[src/rtl/mac_accum.sv]
// Frame accumulator for signed products with a valid/ready result handshake.
// Optional MAC_ACCUM_SAT_EN: saturate on overflow instead of wrapping.
module mac_accum #(
  parameter int PROD_W    = 8,
  parameter int ACC_W     = 12,
  parameter int MAX_TERMS = 16,
  localparam int CW       = $clog2(MAX_TERMS + 1)
) (
  input  logic                     clk,
  input  logic                     rst,
  input  logic                     in_valid,
  output logic                     in_ready,
  input  logic signed [PROD_W-1:0] in_prod,
  input  logic                     in_last,
  output logic                     out_valid,
  input  logic                     out_ready,
  output logic signed [ACC_W-1:0]  out_sum,
  output logic        [CW-1:0]     out_count,
  output logic                     out_ovf
);

  typedef enum logic [1:0] {IDLE, ACCUM, HOLD} state_t;

  state_t                   state_q;
  logic signed [ACC_W-1:0]  acc_q, acc_d;
  logic signed [ACC_W-1:0]  prod_ext, sum_raw;
  logic        [CW-1:0]     cnt_q, cnt_d;
  logic                     ovf_q, add_ovf;
  logic                     out_valid_q, in_ready_q;
  logic                     beat, closing;

`ifdef MAC_ACCUM_SAT_EN
  // Clamp toward the side the accumulator was already on; a single add can
  // only overflow in the direction of the current sign.
  function automatic logic signed [ACC_W-1:0] sat_fix(
    input logic signed [ACC_W-1:0] acc,
    input logic signed [ACC_W-1:0] raw,
    input logic                    ovf
  );
    if (!ovf) return raw;
    return acc[ACC_W-1] ? {1'b1, {(ACC_W-1){1'b0}}} : {1'b0, {(ACC_W-1){1'b1}}};
  endfunction
`endif

  always_comb begin
    prod_ext = ACC_W'(in_prod);
    sum_raw  = acc_q + prod_ext;
    add_ovf  = (acc_q[ACC_W-1] == prod_ext[ACC_W-1]) &&
               (sum_raw[ACC_W-1] != acc_q[ACC_W-1]);
`ifdef MAC_ACCUM_SAT_EN
    acc_d    = sat_fix(acc_q, sum_raw, add_ovf);
`else
    acc_d    = sum_raw;
`endif
    cnt_d    = (state_q == IDLE) ? CW'(1) : cnt_q + CW'(1);
    beat     = in_valid && in_ready_q;
    closing  = in_last || (cnt_d == CW'(MAX_TERMS));
  end

  always_ff @(posedge clk or posedge rst) begin
    if (rst) begin
      state_q     <= IDLE;
      acc_q       <= '0;
      cnt_q       <= '0;
      ovf_q       <= 1'b0;
      out_valid_q <= 1'b0;
      in_ready_q  <= 1'b1;
    end else begin
      case (state_q)
        IDLE, ACCUM: begin
          if (beat) begin
            cnt_q <= cnt_d;
            if (state_q == IDLE) begin
              acc_q <= prod_ext;
              ovf_q <= 1'b0;
            end else begin
              acc_q <= acc_d;
              ovf_q <= ovf_q | add_ovf;
            end
            if (closing) begin
              state_q     <= HOLD;
              out_valid_q <= 1'b1;
              in_ready_q  <= 1'b0;
            end else begin
              state_q <= ACCUM;
            end
          end
        end
        HOLD: begin
          if (out_ready) begin
            state_q     <= IDLE;
            out_valid_q <= 1'b0;
            in_ready_q  <= 1'b1;
          end
        end
        default: begin
          state_q     <= IDLE;
          out_valid_q <= 1'b0;
          in_ready_q  <= 1'b1;
        end
      endcase
    end
  end

  assign in_ready  = in_ready_q;
  assign out_valid = out_valid_q;
  assign out_sum   = acc_q;
  assign out_count = cnt_q;
  assign out_ovf   = ovf_q;

endmodule

[config.mk]
export PLATFORM = sky130hd
export DESIGN_NAME = mac_accum
export DESIGN_NICKNAME = d
export VERILOG_FILES = /design/src/rtl/mac_accum.sv
export SDC_FILE = /design/constraint.sdc
export NUM_CORES = 1
export LEC_CHECK = 0
export ABC_AREA = 1
export CAP_MARGIN = 10
export CORE_MARGIN = 2
export CORE_UTILIZATION = 45
export CTS_BUF_LIST = sky130_fd_sc_hd__clkbuf_8
export CTS_CLUSTER_DIAMETER = 120
export CTS_CLUSTER_SIZE = 20
export DETAILED_ROUTE_END_ITERATION = 12
export MAX_ROUTING_LAYER = met4
export PLACE_DENSITY = 0.71
export SETUP_SLACK_MARGIN = 0.2
export SLEW_MARGIN = 5
export SYNTH_ARGS = -nofsm -noshare
export SYNTH_HDL_FRONTEND = slang
export SYNTH_SLANG_ARGS = --single-unit
export TNS_END_PERCENT = 20
[constraint.sdc]
create_clock -name clk -period 2.46 [get_ports clk]
set_clock_uncertainty 0.05 [all_clocks]
set_input_delay 0.492 -clock clk [delete_from_list [all_inputs] [get_ports clk]]
set_output_delay 0.492 -clock clk [all_outputs]
set_load 0.005 [all_outputs]
=== Word level (Yosys, flattened, before mapping) ===
Cells that the tools add are included.

* Register bits: 22
* Logic and storage cells: 40

* $add $sub $neg: 2
* Eq/ne operators: 8
* Mux-type cells: 15
* Bitwise operators: 1
* Reduce and logical (&&, ||, !) cells: 8

{| class="wikitable"
|+ Operator list
! kind !! number
|-
| $add 12x8->12 || 1
|-
| $mux 12 || 1
|-
| $mux 1 || 7
|-
| $mux 2 || 3
|-
| $ne 2x2->1 const B || 3
|-
| $add 5x1->5 const B || 1
|-
| $eq 5x5->1 const B || 1
|-
| $mux 5 || 1
|-
| $pmux 1 s2 || 2
|-
| $pmux 2 s2 || 1
|-
| $reduce_and 2->1 || 2
|-
| $reduce_and 3->1 || 1
|-
| $eq 2x1->1 const B || 1
|-
| $eq 2x2->1 const B || 1
|-
| $logic_and 1x1->1 || 2
|-
| $logic_not 2->1 || 1
|-
| $reduce_or 2->1 || 1
|-
| $eq 1x1->1 || 1
|-
| $logic_or 1x1->1 || 1
|-
| $ne 1x1->1 || 1
|-
| $or 1x1->1 || 1
|}

=== Depth between registers and ports, before layout ===
Gate-level depths: netlist of run 1.

* Depth in word-level cells: 7
* Depth in mapped cells: 12

=== Least setup slack after synthesis of run 1 ===
OpenSTA, ideal clock, no wires.

* Path kind: input -> register
* Start point: input in_prod[0]
* End point: register acc_q[6] (netlist: out_sum[6])
* Arrival: 1.705 ns
* Data required time: 2.344 ns
* Path slack: 0.639 ns
* Stages: 12
* Buffers on the path: 0
* Path through: ha_1 -> inv_1 -> fa_1 -> inv_1 -> nand3_1 -> nand3_1 -> nand2_1 -> a21oi_1 -> nor2_1 -> nand2_1 -> nand2_1 -> nand2_1

* Longest elaborated chain between the ends: 2

{| class="wikitable"
|+ RTL lines
! what !! RTL line !! RTL
|-
| start, declared || 13 || <nowiki>input logic signed [PROD_W-1:0] in_prod,</nowiki>
|-
| $add 12x8->12 || 47 || <nowiki>sum_raw = acc_q + prod_ext;</nowiki>
|-
| $mux 12 || 73 || <nowiki>if (state_q == IDLE) begin</nowiki>
|-
| end signal, assigned || 74 || <nowiki>acc_q <= prod_ext;</nowiki>
|-
| end, declared || 25 || <nowiki>logic signed [ACC_W-1:0] acc_q, acc_d;</nowiki>
|}

No other way between the ends.
A chain may end at the register's enable or synchronous reset.

=== Worst setup path in the final report of run 1 ===
* Start point: input in_prod[7]
* End point: register ovf_q (netlist: out_ovf)

* Longest elaborated chain between the ends: 5
* Elaborated cells on any way between the ends: 6
* Those cells by class: 1 x add/sub; 2 x eq/ne; 1 x mux; 1 x bitwise; 1 x reduce/logical

{| class="wikitable"
|+ RTL lines
! what !! RTL line !! RTL
|-
| $add 12x8->12 || 47 ||
|-
| $ne 1x1->1 || 49 || <nowiki>(sum_raw[ACC_W-1] != acc_q[ACC_W-1]);</nowiki>
|-
| $logic_and 1x1->1 * || 48 || <nowiki>add_ovf = (acc_q[ACC_W-1] == prod_ext[ACC_W-1]) &&</nowiki>
|-
| $or 1x1->1 * || 78 || <nowiki>ovf_q <= ovf_q | add_ovf;</nowiki>
|-
| $mux 1 * || 73 ||
|-
| end signal, assigned || 78 ||
|-
| end, declared || 28 || <nowiki>logic ovf_q, add_ovf;</nowiki>
|}

Every way passes the cells marked *; elsewhere a longest branch is shown, timed or not.

==> run summary, run 1 <==
core box area: 0.00363 sq mm
Pint: 545 uW
simple-gate portion of the synthesized area: 38.0%
Max IR drop VDD: 0.000212 V
sequential area share after synthesis: 32.7%
row count: 22
initial core utilization: 46.4%
Ports: 33
Core Util, Final: 59.7%
Startpoint Class: primary input
share of the synthesized area in the top cell type: 31.2%
signal arrival time at the worst endpoint: 2.24 ns
clock power share: 38.1%
Synth Area per Inst: 6.58 sq um
global placer's final weighted congestion: 0.875
fin crit period: 2.09 ns
Post-synth top cells: 86 x nand2_1, 33 x inv_1, 30 x nor2_1, 22 x nand3_1, 21 x dfrtp_1
RSZ-0062 raised after global routing: false
area delta synth->final: 28.8%
combinational power share: 11.9%
Clock Path Buffers: 2
Hold/Removal Path Class: reg -> reg
Slew @ Worst Pin: 0.487 ns
H-tree depth: 1
Die ar.: 0.00425 sq mm
largest family of logic cells by synthesized area: simple AND/OR/NAND/NOR gates
relative slew slack: 67.5%
post-synthesis mux area share: 0%
critical path class: in -> reg
Yosys top cell by area: dfrtp_1
Die W: 65.2 microns
register share of total power: 50.0%
endpoints failing setup: 0
Routed WL: 4080 microns
final cycle utilization of the critical path: 85.0%
root buffer cell: clkbuf_8
Adder-Cell Fraction of Synth Area: 10.1%
Clk Latency, worst-skew pair: 0.27 ns
final instance area: 0.00217 sq mm
synth warn: 0
Area contributors post-synth: dfrtp_1 31%, nand2_1 19%, ha_1 8.9%
nets: 323
post-synthesis compound-gate area fraction: 9.06%
CTS buffer count: 3
Hold WS: 0.431 ns
Crit. End Element: flop
status: finished clean
CP max FO: 5
Initial DRT Pass Iterations: 4
FF-to-FF Start: out_sum[0]
Distinct cells, synth: 25
CTS tree: built
Worst path slowest cell: clkdlybuf4s50_1
Leakage: 1.12 nW
WP data required: 2.61 ns
Final HPWL DP: 3060 microns
CP Cell Sequence: clkdlybuf4s50_1 -> ha_1 -> nand2_1 -> inv_1 -> a21oi_1 -> nand3_1 -> nand2_1 -> nand3_1 -> a21oi_1
vias per inst: 4.88
Port Buffers: 32
DRT iter0 DRCs: 117
clock sink count: 22
Die Span Y: 65.2 microns
DRC: 0
Syn Std Cell Area: 0.00169 sq mm
Post-synth ARST share: 100%
P_sw: 177 uW
#FFs+latches synth: 22
Post-synth EDFFs: 0
post-synthesis net count: 282
Most used DFF post-synth: dfrtp_1
first-pass GRT wire length: 6560 microns
switching part of the total: 24.5%
WL/cell: 11.9 microns
initial antenna violation count: 0
vias: 1680
Final Hold Fails: 0
n_diodes: 0
gr usage total: 20.5%
pwr dens: 333 mW/mm^2
Cell Area, Placed: 0.00210 sq mm
Max-cap violations: 0
final count of pins violating max slew: 0
Post-DRT Antenna Nets: 0
layout cell share with drive strength beyond 1: 8.45%
Worst-path clk slew: 0.09 ns
global route total overflow: 0
synthesized instance count: 256
max incr delay on CP: 0.53 ns
cell with the most instances after synthesis: nand2_1
min-delay src: out_valid
Worst Setup SP: in_prod[7]
pin count of the biggest net entering global routing: 23
TNS Setup: 0 ns
Synth Area in XOR/XNOR: 1.56%
vias in the first global route: 1563
Max Fclk: 0.478 GHz
critical path: cells and delay by family:
kind	cells	cell delay, ns
simple gates	4	0.40
compound gates	2	0.37
fa+ha+maj	1	0.41
buf+inv	2	0.58
per-stage QoR:
step                instances  worst slack [ns]  total power [mW]
finish                    344             0.368             0.722
global route              344             0.219             0.749
CTS                       343             0.273             0.726
detailed placement        339            0.0188             0.454
global placement          339            0.0326             0.453
floorplan                 256             0.639             0.414
kinds of logic (layout without fill, tap and decap cells):
logic type,after synthesis,count (layout)
simple gates,151,151
buf+inv,38,78
compound gates,29,29
flops,22,22
fa+ha+maj,13,13
xor+xnor,3,3
state kept, by name, summed over array words and instances (netlist names):
name / cells
in_ready: 1
out_count: 5
out_ovf: 1
out_sum: 12
out_valid: 1
state_q: 2
cell usage in the layout (no fill, tap or decap), types with 2 or more instances in the layout:
cell,n
nand2_1,86
inv_1,33
clkdlybuf4s50_1,32
nor2_1,30
nand3_1,21
dfrtp_1,21
a21oi_1,15
o21ai_0,11
ha_1,11
buf_4,7
nand4_1,4
clkbuf_8,4
nand3_2,3
inv_2,2
nor2_2,2
xnor2_1,2
or2_2,2
per-layer routing:
| metal | vias to the layer above | track usage, % | part of all wire (%) |
|---|---|---|---|
| met1 | 752 | 25.1 | 47 |
| li1 | 893 | - | - |
| met3 | 5 | 2.74 | 3.6 |
| met2 | 30 | 34.8 | 48 |
| met5 | - | - | 0 |
| met4 | 0 | 7.29 | 1.2 |
power by group through the flow:
stage / clock network (mW) / logic, mW / registers (mW)
after detailed placement: 0 / 0.0852 / 0.368
final: 0.275 / 0.0857 / 0.361
after CTS: 0.279 / 0.0857 / 0.361
after global placement: 0 / 0.0842 / 0.368
after global routing: 0.291 / 0.0968 / 0.361
after floorplan: 0 / 0.0456 / 0.369
what timing repair did:
action,4_1_cts,5_1_grt
buffers inserted,0,1
gates resized for setup,0,3
endpoints found under the setup margin,0,3
hold buffers,0,0
cell type report:
cell class / count / area, sq um
fill: 367 / 1460
multi-input combinational: 196 / 1000
sequential: 22 / 552
timing repair buffer: 39 / 373
tap: 48 / 60.1
inverter: 35 / 131
clock buffer: 4 / 55.1
final timing paths:
kind	endpoint	slack (ns)	depth (start not counted)
max	out_ovf	0.37	9
min	out_valid	0.43	2
max reg2reg	out_sum[6]	0.69	12
min reg2reg	out_valid	0.43	2
max in group asynchronous	in_ready	1.58	3
min in group asynchronous	out_valid	0.50	3
No activity file was read; power rests on OpenSTA's default activity.
==> run 2: changes to the inputs <==
--- a/config.mk
+++ b/config.mk
@@ -13,6 +13,7 @@
 export CTS_CLUSTER_DIAMETER = 120
 export CTS_CLUSTER_SIZE = 20
 export DETAILED_ROUTE_END_ITERATION = 12
+export GPL_TIMING_DRIVEN = 0
 export MAX_ROUTING_LAYER = met4
 export PLACE_DENSITY = 0.71
 export SETUP_SLACK_MARGIN = 0.2
==> run 2 against run 1 <==
  * Die area stayed put
  * Non-clock buffer count fell by 4
  * Sequential power about the same
  * Routed wire length down 2.5%
  * Maximum frequency shrank 4.7%
  * Cell count fell by 1.2%
  * Clock-buffer cell count unchanged
  * Worst hold slack got worse by 0.0087 ns
  * Via count up 1.1%
  * First-iteration DRC count down 20%
  * Register-to-register slack worse by 0.09 ns
  * Sequential cell count did not move
  * Critical path type unchanged
  * Largest cell class unchanged
==> run summary, run 2 (synthesis results as in run 1) <==
global route total overflow: 0 (unchanged)
most frequent cells in the layout: 86 x nand2_1, 33 x inv_1, 32 x clkdlybuf4s50_1, 30 x nor2_1, 21 x dfrtp_1
max FFs per register: 12 (unchanged)
row count: 22 (unchanged)
first-pass GRT wire length: 6780 microns (+3.4%)
nets: 319 (-1.2%)
cell mode on critical path: nand2_1
CTS buffer count: 3 (unchanged)
global placer's final weighted congestion: 0.920 (+5.2%)
Worst-path clk slew: 0.08 ns (about the same)
Worst path slowest cell: clkdlybuf4s50_1
Cell Area, Placed: 0.00207 sq mm (-1.6%)
Die Span Y: 65.2 microns (unchanged)
Clk Latency, worst-skew pair: 0.26 ns (about the same)
vias in the first global route: 1597 (+2.2%)
final cycle utilization of the critical path: 89.2% (+4.2 points)
root buffer cell: clkbuf_8
n_diodes: 0 (unchanged)
Die ar.: 0.00425 sq mm (unchanged)
H-tree depth: 1 (unchanged)
Hold/Removal Path Class: reg -> reg
Clock Path Buffers: 2 (unchanged)
Crit. End Element: flop
signal arrival time at the worst endpoint: 2.35 ns (+0.11 ns)
DRT iter0 DRCs: 94 (-20%)
Ports: 33 (unchanged)
pwr dens: 328 mW/mm^2 (-1.3%)
final instance area: 0.00215 sq mm (-1.1%)
relative slew slack: 43.6% (-24 points)
Leakage: 1.10 nW (-1.8%)
Max IR drop VDD: 0.000200 V (-5.7%)
WP data required: 2.62 ns (about the same)
Post-DRT Antenna Nets: 0 (unchanged)
layout cell share with drive strength beyond 1: 6.85% (-1.6 points)
Placed Cells: 336 (-0.88%)
Final Hold Fails: 0 (unchanged)
Core Util, Final: 59.1% (-0.65 points)
vias per inst: 4.99 (+2.3%)
most common cell after layout, fill and taps aside: nand2_1
max incr delay on CP: 0.53 ns (about the same)
CP Buf/Inv Count: 3 (+1)
Worst Setup Slack, final: 0.266 ns (-0.103 ns)
initial core utilization: 46.4% (unchanged)
Top delay family on crit path: buffers and inverters
Max Fclk: 0.456 GHz (-4.7%)
fin crit period: 2.19 ns (+0.103 ns)
DRC: 0 (unchanged)
Startpoint Class: primary input
final count of pins violating max slew: 0 (unchanged)
clock sink count: 22 (unchanged)
Max-cap violations: 0 (unchanged)
initial antenna violation count: 0 (unchanged)
CP max FO: 3 (-2)
status: finished clean
CP Cell Sequence: clkdlybuf4s50_1 -> ha_4 -> inv_1 -> fa_1 -> inv_1 -> nand3_1 -> nand3_2 -> nand2_1 -> a21oi_2 -> nor2_1 -> nand2_1 -> nand2_1 -> nand2_1
WL/cell: 11.7 microns (-1.4%)
area delta synth->final: 27.4%
Final HPWL DP: 3100 microns (+1.3%)
pin count of the biggest net entering global routing: 23 (unchanged)
Port Buffers: 32 (unchanged)
core box area: 0.00363 sq mm (unchanged)
gr usage total: 20.5% (about the same)
Post-CTS Setup Inserts: 0 (unchanged)
Routed WL: 3980 microns (-2.5%)
Initial DRT Pass Iterations: 4 (unchanged)
Power, Total: 705 uW (-2.4%)
hold_buf cts: 0 (unchanged)
critical path class: in -> reg
Finished Layout Cells: 340 (-1.2%)
endpoints failing setup: 0 (unchanged)
RSZ-0062 raised after global routing: true
Place WS: -0.128 ns (-0.146 ns)
vias: 1698 (+1.1%)
Slew @ Worst Pin: 0.844 ns (+0.358 ns)
Die W: 65.2 microns (unchanged)
CTS tree: built
-- run 2: layer usage --
metal,vias up,GRT usage (%),wire [microns]
li1,891,-,-
met1,766,26.6,1910
met2,35,34.1,1850
met3,6,2.57,165
met4,0,5.47,44
met5,-,-,0
-- run 2: through the flow --
step,TNS (ns),hold slack (ns)
after floorplan,0,0.408
after global placement,-0.0924,0.414
final,0,0.423
after detailed placement,-0.245,0.413
after global routing,0,0.465
after CTS,0,0.427
-- run 2: worst paths after layout --
check,start,to,slack [ns],cells after the start
worst max-delay path,in_prod[0],out_sum[6],0.27,13
worst min-delay path,in_ready,in_ready,0.42,2
worst max register to register,out_sum[0],out_sum[6],0.60,12
worst min register to register,in_ready,in_ready,0.42,2
max in group asynchronous,rst,out_sum[5],1.20,2
min in group asynchronous,rst,out_valid,0.64,2
-- run 2: cell type report --
| type | instances | area [sq um] |
|---|---|---|
| plain buffers | 3 | 12.5 |
| clock buffers | 4 | 55.1 |
| fillers | 374 | 1490 |
| inverters | 35 | 131 |
| multi-input cells | 196 | 1020 |
| flip-flops and latches | 22 | 552 |
| well taps | 48 | 60.1 |
| repair buffers | 32 | 320 |
-- run 2: where the power goes --
part | switching [mW] | leakage [nW] | total (mW) | internal [mW]
clock network | 0.122 | 0.0288 | 0.264 | 0.143
logic | 0.0431 | 0.785 | 0.0793 | 0.0362
registers | 0 | 0.288 | 0.361 | 0.361
-- run 2: repair_timing --
item	CTS	global route
setup endpoints to repair	1	6
pin swaps	0	1
endpoints found under the hold margin	0	0
resized for setup	2	3
-- run 2: worst reg2reg max path, delay by kind of cell, from the launching register on --
family | cells | cell delay, ns
buffers and inverters | 2 | 0.14
DFF | 1 | 0.42
adders and majority gates | 2 | 0.56
and+or+nand+nor | 7 | 0.50
AOI/OAI and AO/OA | 1 | 0.14
